[src/rtl/stopwatch_pkg.sv]
// Shared definitions for the countdown timer datapath and its controller.
package stopwatch_pkg;

    localparam int TIME_W = 6;

    localparam logic [1:0] IDLE  = 2'd0;
    localparam logic [1:0] RUN   = 2'd1;
    localparam logic [1:0] PAUSE = 2'd2;
    localparam logic [1:0] ALARM = 2'd3;

    localparam logic [TIME_W-1:0] MAX_SEC = 6'd59;
    localparam logic [TIME_W-1:0] MAX_MIN = 6'd59;

    // Increment a time field, wrapping from max_value back to zero.
    function automatic logic [TIME_W-1:0] wrap_inc(input logic [TIME_W-1:0] value,
                                                   input logic [TIME_W-1:0] max_value);
        logic [TIME_W-1:0] result;
        if (value >= max_value) begin
            result = 6'd0;
        end else begin
            result = value + 6'd1;
        end
        return result;
    endfunction

endpackage

[src/rtl/stopwatch_controller_btn_edge_detect.sv]
// Turns a synchronised button level into a one-cycle press pulse.
// A button already held when reset is released never produces a press.
module btn_edge_detect (
    input  logic clk,
    input  logic rst,
    input  logic level,
    output logic press
);

    logic level_prev_r;
    logic armed_r;

    // Track the previous level and arm the detector one cycle after reset
    always_ff @(posedge clk) begin
        if (rst) begin
            level_prev_r <= 1'b0;
            armed_r      <= 1'b0;
        end else begin
            level_prev_r <= level;
            armed_r      <= 1'b1;
        end
    end

    assign press = level & ~level_prev_r & armed_r;

endmodule

[src/rtl/stopwatch_controller.sv]
// Countdown timer control FSM: button handling, preset editing, load/run
// sequencing, one-per-second tick generation and a timed alarm.
module stopwatch_controller
    import stopwatch_pkg::*;
#(
    parameter int TICK_DIV   = 50_000_000,
    parameter int ALARM_SECS = 5
) (
    input  logic              clk,
    input  logic              rst,
    input  logic              btn_start,
    input  logic              btn_clear,
    input  logic              btn_inc_min,
    input  logic              btn_inc_sec,
    input  logic              timer_finish,
    output logic [TIME_W-1:0] preset_minutes,
    output logic [TIME_W-1:0] preset_seconds,
    output logic              load,
    output logic              run_en,
    output logic              tick,
    output logic              alarm,
    output logic [1:0]        state_o
);

    localparam int DIV_W = $clog2(TICK_DIV);
    localparam int CNT_W = $clog2(ALARM_SECS + 1);
    localparam logic [DIV_W-1:0] DIV_MAX  = DIV_W'(TICK_DIV - 1);
    localparam logic [CNT_W-1:0] CNT_LAST = CNT_W'(ALARM_SECS - 1);

    logic              start_press_s, clear_press_s, inc_min_press_s, inc_sec_press_s;
    logic [1:0]        state_r, state_nx_s;
    logic [TIME_W-1:0] min_r, min_nx_s, sec_r, sec_nx_s;
    logic              load_r, load_nx_s, run_en_r, alarm_r, tick_s;
    logic [DIV_W-1:0]  div_r, div_nx_s, div_step_s;
    logic [CNT_W-1:0]  cnt_r, cnt_nx_s;
    logic              div_at_max_s, preset_nonzero_s;

    btn_edge_detect u_start   (.clk(clk), .rst(rst), .level(btn_start),   .press(start_press_s));
    btn_edge_detect u_clear   (.clk(clk), .rst(rst), .level(btn_clear),   .press(clear_press_s));
    btn_edge_detect u_inc_min (.clk(clk), .rst(rst), .level(btn_inc_min), .press(inc_min_press_s));
    btn_edge_detect u_inc_sec (.clk(clk), .rst(rst), .level(btn_inc_sec), .press(inc_sec_press_s));

    assign div_at_max_s     = (div_r == DIV_MAX);
    assign div_step_s       = div_at_max_s ? {DIV_W{1'b0}} : div_r + DIV_W'(1);
    assign preset_nonzero_s = (min_r != 6'd0) || (sec_r != 6'd0);

    // Next-state, preset, divider and alarm-counter decisions for this cycle.
    // The divider only advances while the FSM stays in RUN (or ALARM), so a
    // pause freezes it exactly where it was and leaving RUN never emits a tick.
    always_comb begin
        state_nx_s = state_r;
        min_nx_s   = min_r;
        sec_nx_s   = sec_r;
        load_nx_s  = 1'b0;
        div_nx_s   = div_r;
        cnt_nx_s   = cnt_r;
        tick_s     = 1'b0;
        case (state_r)
            IDLE: begin
                div_nx_s = {DIV_W{1'b0}};
                if (clear_press_s) begin
                    load_nx_s = 1'b1;
                end else if (start_press_s) begin
                    if (preset_nonzero_s) begin
                        state_nx_s = RUN;
                        load_nx_s  = 1'b1;
                    end else begin
                        state_nx_s = IDLE;
                    end
                end else begin
                    if (inc_min_press_s) begin
                        min_nx_s = wrap_inc(min_r, MAX_MIN);
                    end else begin
                        min_nx_s = min_r;
                    end
                    if (inc_sec_press_s) begin
                        sec_nx_s = wrap_inc(sec_r, MAX_SEC);
                    end else begin
                        sec_nx_s = sec_r;
                    end
                end
            end
            RUN: begin
                if (clear_press_s) begin
                    state_nx_s = IDLE;
                    load_nx_s  = 1'b1;
                    div_nx_s   = {DIV_W{1'b0}};
                end else if (start_press_s) begin
                    state_nx_s = PAUSE;
                end else if (timer_finish && !load_r) begin
                    // load_r marks the first RUN cycle, where finish is stale
                    state_nx_s = ALARM;
                    div_nx_s   = {DIV_W{1'b0}};
                    cnt_nx_s   = {CNT_W{1'b0}};
                end else begin
                    div_nx_s = div_step_s;
                    tick_s   = div_at_max_s;
                end
            end
            PAUSE: begin
                if (clear_press_s) begin
                    state_nx_s = IDLE;
                    load_nx_s  = 1'b1;
                    div_nx_s   = {DIV_W{1'b0}};
                end else if (start_press_s) begin
                    state_nx_s = RUN;
                end else begin
                    state_nx_s = PAUSE;
                end
            end
            ALARM: begin
                if (clear_press_s) begin
                    state_nx_s = IDLE;
                    load_nx_s  = 1'b1;
                    div_nx_s   = {DIV_W{1'b0}};
                end else if (start_press_s) begin
                    state_nx_s = IDLE;
                    div_nx_s   = {DIV_W{1'b0}};
                end else begin
                    div_nx_s = div_step_s;
                    if (div_at_max_s) begin
                        if (cnt_r == CNT_LAST) begin
                            state_nx_s = IDLE;
                            cnt_nx_s   = {CNT_W{1'b0}};
                        end else begin
                            cnt_nx_s = cnt_r + CNT_W'(1);
                        end
                    end else begin
                        cnt_nx_s = cnt_r;
                    end
                end
            end
            default: begin
                state_nx_s = IDLE;
                div_nx_s   = {DIV_W{1'b0}};
            end
        endcase
    end

    // Register state, presets, divider, alarm counter and the control outputs
    always_ff @(posedge clk) begin
        if (rst) begin
            state_r  <= IDLE;
            min_r    <= 6'd0;
            sec_r    <= 6'd0;
            load_r   <= 1'b0;
            run_en_r <= 1'b0;
            alarm_r  <= 1'b0;
            div_r    <= {DIV_W{1'b0}};
            cnt_r    <= {CNT_W{1'b0}};
        end else begin
            state_r  <= state_nx_s;
            min_r    <= min_nx_s;
            sec_r    <= sec_nx_s;
            load_r   <= load_nx_s;
            run_en_r <= (state_nx_s == RUN);
            alarm_r  <= (state_nx_s == ALARM);
            div_r    <= div_nx_s;
            cnt_r    <= cnt_nx_s;
        end
    end

    assign preset_minutes = min_r;
    assign preset_seconds = sec_r;
    assign load           = load_r;
    assign run_en         = run_en_r;
    assign alarm          = alarm_r;
    assign state_o        = state_r;
    assign tick           = tick_s & ~rst;

endmodule

[config.mk]
export PLATFORM = sky130hd
export DESIGN_NAME = stopwatch_controller
export DESIGN_NICKNAME = d
export VERILOG_FILES = /design/src/rtl/stopwatch_pkg.sv /design/src/rtl/stopwatch_controller_btn_edge_detect.sv /design/src/rtl/stopwatch_controller.sv
export SDC_FILE = /design/constraint.sdc
export NUM_CORES = 1
export LEC_CHECK = 0
export CAP_MARGIN = 25
export CELL_PAD_IN_SITES_DETAIL_PLACEMENT = 2
export CELL_PAD_IN_SITES_GLOBAL_PLACEMENT = 2
export CORE_UTILIZATION = 33
export CTS_BUF_LIST = sky130_fd_sc_hd__clkbuf_8
export DETAILED_ROUTE_END_ITERATION = 7
export MAX_ROUTING_LAYER = met4
export PLACE_DENSITY_LB_ADDON = 0.1
export SKIP_CTS_REPAIR_TIMING = 1
export SLEW_MARGIN = 20
export SYNTH_ARGS = -nofsm -noshare
export SYNTH_HDL_FRONTEND = slang
export SYNTH_SLANG_ARGS = --single-unit
export TNS_END_PERCENT = 1
[constraint.sdc]
create_clock -name clk -period 1.7 [get_ports clk]
set_input_delay 0.34 -clock clk [delete_from_list [all_inputs] [get_ports clk]]
set_output_delay 0.34 -clock clk [all_outputs]
set_load 0.03 [all_outputs]
==> results.md <==
* Outcome: finished with violations
* Failing checks: setup timing
* Post-route ant nets at 0
* Core ar. at 0.007848 mm^2
* Req. time, crit path at 1.36 ns
* RSZ-0062 raised after global routing: true
* Yosys top cell by area: dfxtp_1
* First-pass GRT wire length at 13.57 mm
* Sequential element share of the synthesized area at between 30% and 40%
* Design area at slightly below 0.004 mm^2
* Max-cap violations at 0
* Clock Latency Late Sink at 0.30 ns
* Largest net degree at the start of global routing at 20
* Initial antenna violation count at 0
* Critical path launch point type: register
* Share of the synthesized area in the top cell type at 37.66%
* Final core occ at 49.23%
* Place WS at -0.4828 ns
* PD cells at just under 600 mW/mm^2
* Root Buffer: clkbuf_8
* H-Tree Depth at 2
* Max Fclk at 0.5093 GHz
* Share of cells above drive strength 1 at 32.91%
* IO buf count at 24
* Std cell rows at 32
* Clock skew at 0.009194 ns
* Clk pin slew, worst setup/hold paths at 0.10 ns
* Post-Syn Nets at 317
* Yosys cell types at 51
* Syn Inst Count at 303
* Nets at 408
* IO Count at 25
* Global Route Usage Sum at roughly 20%
* Final min period at 1.963 ns
* Routed WL at 8.690 mm
* RePlAce Congestion at 0.7513
* Period utilization at 115.5%
* Cell Area, Placed at 0.003562 mm^2
* Max Slew Vio Count at 0
* CTS sink cnt at approximately 50
* Vias in the first global route at 2804
* Syn-to-layout area delta at 42.50%
* Vias at 2582
* Yosys reg bits at 51
* Non-Filler Instances at between 400 and 500
* Hold Crit Class: in2reg
* Die Ht at 92.65 um
* Number of flops mapped to enable cells by yosys at 0
* Post-Syn Area at 0.002711 mm^2
* N_diodes at 0
* Clk buf depth at 2
* Avg Cell Area, Syn at 8.948 um^2
* Arrival @ worst endpoint at 1.62 ns
* Yosys Warn Count at 0
* CTS tree: yes
* WL per Instance at 17.48 um
* Area of the die at 0.008583 mm^2
* Maximum vdd drop at around 0.43 mV
* Rel. slew slack at 71.69%
* Static Leak at 1.653 nW
* Hold Violations, Final at 0
* Worst Setup Path Type: reg2out
* Setup ws final at -0.2635 ns
* Chip width at approximately 93 um
* Worst setup EP type: output port
* Reg2reg setup slack at -0.13 ns
* CP Max Fanout at 3
* Final global-route overflow total at 0
* Remaining DRCs at 0
* Placed cells at 484
* CTS buffer count at 5
* FFs w/ async S/R, synth at 0%
* Hold_ws at 0.3273 ns
* Post-synth top flop: dfxtp_1
* Most frequent cell after synthesis: dfxtp_1
* Initial Util at 34.55%
* Tightest Pin Transition at 0.4192 ns
* Top area cells in the synthesized netlist: dfxtp_1 38%, xnor2_1 8.4%, nor2_1 5.4%
* Number of fill cells at 870
* Via density at approximately 5.2
* Drt initial violations at 45
* Post-detail-place hpwl at roughly 6.2 mm
* Pre-antenna DRT Iters at 4
* Endpoints failing setup at 16
* Commonest cells in the netlist: 51 x dfxtp_1, 39 x nor2_1, 26 x xnor2_1
[metal layers]
| layer | part of all wire [%] | track usage (%) |
|---|---|---|
| met1 | 42 | 22.95 |
| met2 | 55 | 39.38 |
| met3 | 1.8 | 2.709 |
| met4 | 0.79 | 3.333 |
| met5 | 0 | - |
[critical path, stage by stage, from the launching register on]
cell	delay [ns]
dfxtp_2	0.36
nand2b_4	0.13
nand2_1	0.08
or4_4	0.51
nor2_4	0.12
buf_6	0.13
[layout by cell type (no fill, tap or decap), types with 3 or more instances in the layout]
cell type,count
clkdlybuf4s50_1,5
or4_1,5
and2_1,3
dfxtp_2,10
nand3_1,12
a21oi_1,5
a31oi_1,6
nor4_1,8
xor2_1,5
nand4_1,12
buf_4,69
o21ai_0,5
ha_1,6
clkbuf_8,6
dlymetal6s2s_1,17
dfxtp_1,39
and3_1,5
xnor2_1,26
nor2_2,5
nor2b_1,8
nor4_4,5
nor3_1,5
nand2_1,17
inv_1,15
nor2_1,36
nand2b_1,3
nor3b_1,3
nand3b_1,3
nor4_2,5
[worst paths after layout]
check,from,endpoint,cells past startpoint
max,load$_SDFF_PP0_,tick,5
max reg2reg,div_r[6]$_SDFFE_PP0P_,run_en$_SDFF_PP0_,8
min,btn_start,u_start.level_prev_r$_SDFF_PP0_,2
min reg2reg,cnt_r[2]$_SDFFE_PP0P_,cnt_r[2]$_SDFFE_PP0P_,2
[power breakdown]
group	leakage, nW	internal [W]	switching [W]
clock network	0.0612	0.000478	0.000427
logic	1.17	0.0000836	0.0000956
registers	0.418	0.00120	0.00000975
[final cells by class]
class	instances	area, um^2	share of cell area [%]
timing repair buffer	95	843.3	21.83
inverter	15	56.30	1.457
multi-input combinational	226	1678	43.43
clock buffer	6	82.58	2.137
tap	102	127.6	3.303
clock inverter	2	35.03	0.9067
sequential	51	1041	26.94
[per-stage QoR]
stage / total power, W / setup TNS (ns)
2_1_floorplan: 0.001326 / -2.088
3_3_place_gp: 0.001406 / -15.47
3_5_place_dp: 0.001411 / -16.79
4_1_cts: 0.002321 / -5.532
5_1_grt: 0.002397 / -4.763
6_report: 0.002297 / -1.178
[sequential cells by signal (all words and copies together), names as in the netlist]
signal and count:
alarm 1, cnt_r 3, div_r 26, load 1, preset_minutes 6, preset_seconds 6
run_en 1, state_o 2, u_clear.level_prev_r 1, u_inc_min.level_prev_r 1, u_inc_sec.level_prev_r 1, u_start.armed_r 1
u_start.level_prev_r 1
[cells by family (layout without fill, tap and decap cells)]
kind of cell,Yosys count,in the layout,share of synthesized area (%)
xor+xnor,31,31,10.01
mux,1,1,0.3692
buf+inv,26,118,4.799
simple gates,152,152,34.61
fa+ha+maj,7,7,3.230
compound gates,35,35,9.322
flops,51,51,37.66
(Power assumes the default switching activity.)
